<file path="config.mk">
export PLATFORM = sky130hd
export DESIGN_NAME = sram_like_arbiter
export DESIGN_NICKNAME = d
export VERILOG_FILES = /design/src/rtl/sram_like_arbiter.sv
export SDC_FILE = /design/constraint.sdc
export NUM_CORES = 1
export LEC_CHECK = 0
export BUFFER_PORTS_ARGS = -buffer_cell sky130_fd_sc_hd__buf_4
export CAP_MARGIN = 20
export CORE_AREA = 2 2 105 107
export DETAILED_ROUTE_END_ITERATION = 10
export DIE_AREA = 0 0 107 109
export PLACE_DENSITY = 0.71
export SKIP_CTS_REPAIR_TIMING = 1
export SLEW_MARGIN = 20
export SYNTH_ARGS = -nofsm -noshare
export SYNTH_HDL_FRONTEND = slang
export SYNTH_SLANG_ARGS = --single-unit
export TNS_END_PERCENT = 20
</file>
<file path="constraint.sdc">
create_clock -name clock -period 1.8 [get_ports clock]
set_clock_uncertainty 0.15 [all_clocks]
set_input_delay 0.27 -clock clock [delete_from_list [all_inputs] [get_ports clock]]
set_output_delay 0.27 -clock clock [all_outputs]
set_load 0.02 [all_outputs]
</file>
<file path="src/rtl/sram_like_arbiter.sv">
// sram_like_arbiter
//   Shares one SRAM-like master port between the instruction-fetch port and
//   the data-memory port. One transaction is outstanding at a time. Each
//   response is routed back to the port that issued the request. An
//   in-flight fetch can be cancelled, and its response is then swallowed.
//
// Ports
//   clock, reset          : clock and synchronous active-high reset
//   inst_req/addr/cancel  : fetch request in (reads a word); cancel discards
//                           the response of the current fetch
//   inst_addr_ok/data_ok  : fetch accepted / fetch data valid (inst_rdata)
//   data_req/wr/size/addr/wdata : data request in
//   data_addr_ok/data_ok  : data accepted / read data valid or write done
//   m_*                   : shared SRAM-like master port toward the bridge
//
// Parameters
//   ARB_MODE        : 0 = data always wins a tie, 1 = round-robin
//   RESET_LAST_INST : round-robin history after reset (1 = inst went last)
module sram_like_arbiter #(
   parameter int ARB_MODE        = 0,
   parameter bit RESET_LAST_INST = 1'b1
) (
   input  logic        clock,
   input  logic        reset,
   input  logic        inst_req,
   input  logic [31:0] inst_addr,
   input  logic        inst_cancel,
   output logic        inst_addr_ok,
   output logic        inst_data_ok,
   output logic [31:0] inst_rdata,
   input  logic        data_req,
   input  logic        data_wr,
   input  logic [1:0]  data_size,
   input  logic [31:0] data_addr,
   input  logic [31:0] data_wdata,
   output logic        data_addr_ok,
   output logic        data_data_ok,
   output logic [31:0] data_rdata,
   output logic        m_req,
   output logic        m_wr,
   output logic [1:0]  m_size,
   output logic [31:0] m_addr,
   output logic [31:0] m_wdata,
   input  logic        m_addr_ok,
   input  logic        m_data_ok,
   input  logic [31:0] m_rdata
);

   typedef enum logic [2:0] {
      IDLE, INST_ADDR, DATA_ADDR, INST_WAIT, DATA_WAIT
   } state_t;

   state_t      state;
   logic        last_inst;   // 1 = the previous grant went to inst
   logic        drop;        // current fetch response must be swallowed
   logic        wr_r;
   logic [1:0]  size_r;
   logic [31:0] addr_r;
   logic [31:0] wdata_r;

   logic        idle;
   logic        pick_data;
   logic        grant_inst;
   logic        grant_data;

   // Data wins when it asks alone, in fixed-priority mode, or when inst
   // held the last grant in round-robin mode.
   always_comb begin
      idle       = (state == IDLE) && !reset;
      pick_data  = data_req && (!inst_req || (ARB_MODE == 0) || last_inst);
      grant_data = idle && pick_data;
      grant_inst = idle && inst_req && !pick_data;
   end

   assign inst_addr_ok = grant_inst;
   assign data_addr_ok = grant_data;

   // A cancel arriving in the same cycle as the response also discards it.
   assign inst_data_ok = !reset && (state == INST_WAIT) && m_data_ok
                         && !drop && !inst_cancel;
   assign data_data_ok = !reset && (state == DATA_WAIT) && m_data_ok;

   assign inst_rdata = m_rdata;
   assign data_rdata = m_rdata;

   // The master port only ever sees the latched copy of the request.
   assign m_wr    = wr_r;
   assign m_size  = size_r;
   assign m_addr  = addr_r;
   assign m_wdata = wdata_r;

   always_ff @(posedge clock) begin
      if (reset) begin
         state     <= IDLE;
         drop      <= 1'b0;
         last_inst <= RESET_LAST_INST;
         m_req     <= 1'b0;
         wr_r      <= 1'b0;
         size_r    <= 2'd0;
         addr_r    <= '0;
         wdata_r   <= '0;
      end else begin
         case (state)
            IDLE: begin
               drop <= 1'b0;
               if (grant_data) begin
                  wr_r      <= data_wr;
                  size_r    <= data_size;
                  addr_r    <= data_addr;
                  wdata_r   <= data_wdata;
                  last_inst <= 1'b0;
                  m_req     <= 1'b1;
                  state     <= DATA_ADDR;
               end else if (grant_inst) begin
                  wr_r      <= 1'b0;
                  size_r    <= 2'd2;
                  addr_r    <= inst_addr;
                  wdata_r   <= '0;
                  last_inst <= 1'b1;
                  drop      <= inst_cancel;
                  m_req     <= 1'b1;
                  state     <= INST_ADDR;
               end
            end
            INST_ADDR: begin
               // m_req stays up even after a cancel; the response is dropped.
               if (inst_cancel) drop <= 1'b1;
               if (m_addr_ok) begin
                  m_req <= 1'b0;
                  state <= INST_WAIT;
               end
            end
            DATA_ADDR: begin
               if (m_addr_ok) begin
                  m_req <= 1'b0;
                  state <= DATA_WAIT;
               end
            end
            INST_WAIT: begin
               if (inst_cancel) drop <= 1'b1;
               if (m_data_ok) begin
                  drop  <= 1'b0;
                  state <= IDLE;
               end
            end
            DATA_WAIT: begin
               if (m_data_ok) state <= IDLE;
            end
            default: begin
               m_req <= 1'b0;
               state <= IDLE;
            end
         endcase
      end
   end

endmodule

</file>
# ---- Word-level counts from Yosys, hierarchy flattened
# Index checks and enable logic that the tools add are counted.
dict set report classes {
  bitwise_logic 1
  mux 23
  reduce_logical 22
  eq_ne 9
}
# cell count
set op_table {}
lappend op_table {{32-bit 2-to-1 mux} 4}
lappend op_table {{3-bit 2-to-1 mux} 5}
lappend op_table {{3-bit one-hot mux with 4 select lines} 1}
lappend op_table {{1-bit logical AND} 10}
lappend op_table {{1-bit 2-to-1 mux} 9}
lappend op_table {{3-bit by 2-bit == test with 1-bit output (second input constant)} 2}
lappend op_table {{1-bit one-hot mux with 3 select lines} 2}
lappend op_table {{1-bit logical NOT} 4}
lappend op_table {{2-bit 2-to-1 mux} 2}
lappend op_table {{2-bit by 1-bit inequality test with 1-bit output (second input constant)} 2}
lappend op_table {{2-bit inequality test (second input constant)} 2}
lappend op_table {{4-bit AND reduction} 1}
lappend op_table {{2-bit OR reduction} 2}
lappend op_table {{3-bit by 1-bit == test with 1-bit output (second input constant)} 1}
lappend op_table {{3-bit == test (second input constant)} 1}
lappend op_table {{3-bit logical NOT} 1}
lappend op_table {{3-bit inequality test (second input constant)} 1}
lappend op_table {{3-bit AND reduction} 1}
lappend op_table {{3-bit nonzero test} 1}
lappend op_table {{2-bit AND reduction} 1}
lappend op_table {{2-bit nonzero test} 1}
lappend op_table {{1-bit inverter} 1}
dict set report totals {
  ff_bits 72
  inputBits 138
}

# ---- Logic depth before layout (Yosys ltp)
# Gate-level depths: netlist (run 1).
dict set report depth {
  depth_word 7
  mapped_depth 7
}

# ---- Least setup slack after synthesis (run 1)
# No wires, ideal clock.
dict set report synth_timing {
  path_kind {reg2reg}
  startpoint {register state[2]}
  endpoint {register drop}
  stages_incl_launch_ff 7
  path_slack_ps -22
  setup_time_ps 91
  arrival_time_ps 1581
  synth_period_minus_slack_ps 1822
  t_required_ps 1559
  cell_sequence {dfxtp_1 -> buf_6 -> or4_4 -> buf_6 -> nor2_4 -> nand3_1 -> a311oi_1}
}
dict set report synth_via {
  elab_chain_cells 7
  word_cells_on_any_way 11
  cone_classes {eq/ne: 2; mux: 3; reduce/logical: 6}
}
# item line_no
set synth_rtl {}
lappend synth_rtl {{start, declared} 53} ;# state_t state;
lappend synth_rtl {{start signal, assigned} 94} ;# state <= IDLE;
lappend synth_rtl {{start signal, assigned} 113} ;# state <= DATA_ADDR;
lappend synth_rtl {{start signal, assigned} 122} ;# state <= INST_ADDR;
lappend synth_rtl {{3-bit logical NOT} 69} ;# idle = (state == IDLE) && !reset;
lappend synth_rtl {{1-bit logical AND} 69}
lappend synth_rtl {{1-bit logical AND (2 in a row)} 72} ;# grant_inst = idle && inst_req && !pick_data;
lappend synth_rtl {{named net inst_addr_ok} 28} ;# output logic inst_addr_ok,
lappend synth_rtl {{1-bit 2-to-1 mux} 114} ;# end else if (grant_inst) begin
lappend synth_rtl {{1-bit 2-to-1 mux} 106} ;# if (grant_data) begin
lappend synth_rtl {{1-bit one-hot mux with 3 select lines} 103} ;# case (state)
lappend synth_rtl {{end signal, assigned} 120} ;# drop <= inst_cancel;
lappend synth_rtl {{end, declared} 55} ;# logic drop;
# The timed path passes the listed nets, and every way through them passes these cells.
# A chain may end at the register's enable or synchronous reset.

# ---- Worst setup path after layout (run 1)
dict set report layout_timing {
  startpoint {register state[0]}
  endpoint {output port data_addr_ok}
}
dict set report layout_via {
  elab_chain_cells 3
}
# item line_no
set layout_rtl {}
lappend layout_rtl {{3-bit logical NOT} 69}
lappend layout_rtl {{1-bit logical AND} 69}
lappend layout_rtl {{1-bit logical AND} 71} ;# grant_data = idle && pick_data;
lappend layout_rtl {{end, declared} 36} ;# output logic data_addr_ok,
# No other way between the ends.

==> results of run 1 <==
-- power breakdown --
group / switching (mW) / internal [mW]
sequential: 0.0763 / 1.73
clock: 0.659 / 0.792
combinational: 0.614 / 0.620
-- sequential cells by signal, indices dropped and copies added (netlist names) --
name and cells:
state 3, m_addr 32, m_wdata 32, drop 1, m_req 1, m_wr 1, m_size 2
-- worst min-delay path by stage --
stage                               from     endpoint  slack (ns)  depth (start not counted)
after floorplan             data_size[0]    m_size[0]        0.28                          2
after global placement              drop         drop        0.32                          2
after detailed placement            drop         drop        0.32                          2
after CTS                  data_wdata[0]   m_wdata[0]      0.0005                          3
after global routing       data_wdata[7]   m_wdata[7]       0.003                          3
final                     data_wdata[19]  m_wdata[19]        0.01                          3
-- final cells by class --
class | instances | area (sq um)
tap | 140 | 175
inverter | 2 | 7.51
multi-input combinational | 235 | 1410
clock buffer | 9 | 124
sequential | 72 | 1440
fill | 1051 | 5730
timing repair buffer | 204 | 1610
clock inverter | 7 | 101
-- cells in the final DEF, fill, tap and decap left out, types with 2 or more instances in the layout --
master      count
a211oi_1        3
a21oi_1         3
a22oi_1        35
a2bb2oi_1      31
buf_12          2
buf_4         194
buf_6           3
bufinv_16       2
clkbuf_16       2
clkbuf_8        9
clkinvlp_4      2
dfxtp_1        70
dfxtp_2         2
inv_6           2
nand2_1         3
nor2_1        103
nor2_8          2
nor2b_1         2
nor4_2          2
o22ai_1        32
-- logic make-up (layout without fill, tap and decap cells) --
group / Yosys count / after routing / share of synthesized area, %
DFF: 72 / 72 / 41.4
and+or+nand+nor: 124 / 124 / 15.7
buffers and inverters: 101 / 222 / 19.2
muxes: 1 / 1 / 0.288
AOI/OAI and AO/OA: 110 / 110 / 23.4
-- worst max-delay path: stages (launching register included) --
cell and delay, ns:
dfxtp_2 0.35, or4_4 0.56, nor2_8 0.17, buf_6 0.13
-- layer usage --
metal,GRT usage [%],vias up,wire [um]
met3,4.90,22,740
met2,29.3,157,5330
met1,18.8,1537,4130
met5,0,-,0
met4,6.68,0,229
li1,-,1597,-
==> flow_metrics.tcl, run 1 <==
set metrics [dict create \
    failed_checks "negative setup slack" \
    crit_type "reg -> out" \
    io_buffers 177 \
    finalPower_mw 4.49 \
    die_area_sq_mm 0.0117 \
    endpoint "data_addr_ok" \
    placed_cell_area_sq_mm 0.00448 \
    syn_area_sq_mm 0.00348 \
    period_share_pct 110 \
    yosysMostFrequentCell "nor2_1" \
    fin_tns_setup_ns -0.421 \
    gr-usage-all-layers_pct 16.6 \
    avgSynthCellArea_sq_um 8.53 \
    fmax_mhz 506 \
    tightest_slew_ns 0.385 \
    routed-via-count 3313 \
    synth_area_leaders "dfxtp_1, buf_4, nor2_1, a2bb2oi_1, a22oi_1" \
    reg2reg_from "state[0]" \
    synth_common_cells "nor2_1, dfxtp_1, buf_4" \
    slew_headroom_pct 74.4 \
    drt_iter0_markers 151 \
    rows 38 \
    rsz0062_at_grt "yes" \
    io_pins 274 \
    cts_max_level 3 \
    synth-seq-cells 72 \
    critical_path.startpoint "state[0]" \
    holdCritPathClass "in -> reg" \
    clock_sinks 72 \
    drt_first_pass_iters 4 \
    outcome "finished with violations" \
    dpl.cell_count 643 \
    ys_async_sr_fraction_pct 0 \
    drv_slew 0 \
    cp-start-kind "flop" \
    synth_enable_flop_cells 0 \
    rrSetupSlack_ns -0.02 \
    synth_top_cell_by_area "dfxtp_1" \
    synth-main-ff-cell "dfxtp_1" \
    grt_first_pass_wirelength_um 15300 \
    synthCells 408 \
    routed_wl_um 10400 \
    die-height_um 109 \
    grt_pass1_vias 3134 \
    stdcell_count 669 \
    nNetsFinal 662 \
    final_core_util_pct 45.9 \
    insertion_delay_ns 0.34 \
    grt_max_degree 39 \
    layout-drive-gt1-share_pct 44.0 \
    drc 0 \
    crit_required_ns 1.38 \
    vdd_drop_max_mv 0.416 \
    place_ws_ns 0.0513 \
    core_region_area_sq_mm 0.0106 \
    synthToLayoutAreaGrowth_pct 39.9 \
    cts_tree "built" \
    ys_warn_count 0 \
    die_x_um 107 \
    ant_nets 0 \
    leakage_nw 2.21 \
    clk_pin_slew_ns 0.09 \
    fin_area_sq_mm 0.00487 \
    clockRootBuffer "clkbuf_8" \
    num_antenna_cells 0 \
    hold_violations 0 \
    period_needed_ns 1.97 \
    synth_top_area_share_pct 41.4 \
    gp_congestion 0.778 \
    timing.rr.end "m_addr[12]" \
    synth_cell_types 34 \
    crit_fanout 4 \
    setup-violations-final 17 \
    reg2regPathDepth 6 \
    cts_max_path_buffers 2 \
    cellPowerDensity_mw_per_mm2 922 \
    whs_ns 0.0127 \
    viasPerCell 4.95 \
    wl_per_cell_um 15.6 \
    antenna_found_initial 0 \
    start_util_pct 32.8 \
    gr-total-overflow 0 \
    cts_made_buffers 9 \
    maxCapViolCount 0 \
    seq_area_frac_synth_pct 41.4 \
    setup_slack_ns -0.175 \
    post-dp-hpwl_um 7360 \
    cp.arrival_ns 1.55 \
    synth_nets 546 \
    crit_path_end_kind "output pin" \
]
Power figures use the tool's default switching activity.
==> run 2, diff against run 1 <==
--- a/config.mk
+++ b/config.mk
@@ -10,7 +10,7 @@
 export CORE_AREA = 2 2 105 107
 export DETAILED_ROUTE_END_ITERATION = 10
 export DIE_AREA = 0 0 107 109
-export PLACE_DENSITY = 0.71
+export PLACE_DENSITY = 0.83
 export SKIP_CTS_REPAIR_TIMING = 1
 export SLEW_MARGIN = 20
 export SYNTH_ARGS = -nofsm -noshare
==> flow_metrics.tcl, run 2 (same netlist as run 1, synthesis figures left out) <==
set metrics [dict create \
    crit_path_end_kind "output pin" \
    start_util_pct 32.8 \
    die_area_sq_mm 0.0117 \
    gp_congestion 0.828 \
    mostFrequentLayoutCells "buf_4, nor2_1, dfxtp_1" \
    outcome "finished with violations" \
    antenna_found_initial 0 \
    drt_first_pass_iters 5 \
    cp_cell_sequence "or4_4, nor2_8, buf_6" \
    sw_frac_of_total_pct 30.9 \
    rows 38 \
    nNetsFinal 655 \
    viasPerCell 5.06 \
    io_buffers 177 \
    drv_slew 0 \
    stdcell_count 662 \
    hold_violations 0 \
    clock_sinks 72 \
    cp-start-kind "flop" \
    core_region_area_sq_mm 0.0106 \
    drc 0 \
    grt_pass1_vias 3320 \
    routed_wl_um 10600 \
    cp_slowest_stage_delay_ns 0.58 \
    maxCapViolCount 0 \
    grt_max_degree 39 \
    dpl.cell_count 643 \
    setup-violations-final 22 \
    rsz0062_at_grt "yes" \
    setup_slack_ns -0.172 \
    crit_type "reg -> out" \
    layout-drive-gt1-share_pct 43.5 \
    cp_top_family "simple AND/OR/NAND/NOR gates" \
    crit_path_top_delay_cell "or4_4" \
    cts_max_path_buffers 2 \
    power_frac_clock_pct 29.5 \
    failed_checks "negative setup slack" \
    routed-via-count 3351 \
    drt_iter0_markers 159 \
    die_x_um 107 \
    gr-total-overflow 0 \
    crit_fanout 4 \
    fmax_mhz 507 \
    vdd_drop_max_mv 0.391 \
    insertion_delay_ns 0.34 \
    ant_nets 0 \
    period_needed_ns 1.97 \
    slew_headroom_pct 73.7 \
    cts_made_buffers 9 \
    holdCritPathClass "in -> reg" \
    leakage_nw 2.15 \
    combPwrFrac_pct 28.4 \
    internal_power_mw 2.97 \
    final_core_util_pct 45.1 \
    clk_pin_slew_ns 0.08 \
    cts_max_level 3 \
    grt_first_pass_wirelength_um 15600 \
    crit_buf_inv 1 \
    wl_per_cell_um 16.1 \
    power_frac_seq_pct 42.1 \
    switching_power_mw 1.33 \
    die-height_um 109 \
    tightest_slew_ns 0.395 \
    period_share_pct 110 \
    io_pins 274 \
    synthToLayoutAreaGrowth_pct 37.5 \
    post-dp-hpwl_um 7780 \
    clockRootBuffer "clkbuf_8" \
    cts_tree "built" \
    layout_commonest_cell "buf_4" \
    rrSetupSlack_ns -0.04 \
    crit_required_ns 1.38 \
    gr-usage-all-layers_pct 16.7 \
    num_antenna_cells 0 \
    cp.arrival_ns 1.55 \
    cellPowerDensity_mw_per_mm2 899 \
]
==> run 2: metrics by stage <==
| step | cell area [sq um] | hold slack, ns | worst slack [ns] | setup TNS [ns] | total power [mW] |
|---|---|---|---|---|---|
| 2_1_floorplan | 3480 | 0.283 | -0.00774 | -0.00774 | 2.70 |
| 3_3_place_gp | 4490 | 0.316 | 0.113 | 0 | 2.98 |
| 3_5_place_dp | 4490 | 0.322 | 0.0555 | 0 | 3.02 |
| 4_1_cts | 4690 | -0.0212 | -0.275 | -0.578 | 4.30 |
| 5_1_grt | 4790 | 0.00935 | -0.213 | -2.74 | 4.51 |
| 6_report | 4790 | 0.0126 | -0.172 | -0.560 | 4.30 |
==> run 2: layout make-up <==
| type | instances | area (sq um) |
|---|---|---|
| Timing Repair Buffer | 197 | 1550 |
| Clock inverter | 6 | 68.8 |
| Clock buffer | 10 | 128 |
| Fill cell | 997 | 5820 |
| Sequential cell | 72 | 1450 |
| Tap cell | 140 | 175 |
| Multi-Input combinational cell | 235 | 1420 |
| Inverter | 2 | 7.51 |
==> run 2: layer usage <==
metal / vias to the layer above / wire (um) / GRT usage (%)
li1: 1581 / - / -
met3: 26 / 698 / 3.65
met4: 0 / 246 / 8.07
met5: - / 0 / 0
met1: 1585 / 4050 / 17.5
met2: 159 / 5630 / 31.7
==> run 2: final timing paths <==
kind             from            to  cells past startpoint
max          state[1]  data_addr_ok                      3
min             reset          drop                      2
max reg2reg  state[1]     m_addr[1]                      6
min reg2reg     m_req         m_req                      2
==> run 2: power groups by stage <==
stage	combinational, mW	sequential [mW]	clock, mW
after floorplan	0.710	1.99	0
after global placement	1.14	1.84	0
after detailed placement	1.18	1.84	0
after CTS	1.18	1.81	1.30
after global routing	1.31	1.82	1.37
final	1.22	1.81	1.27
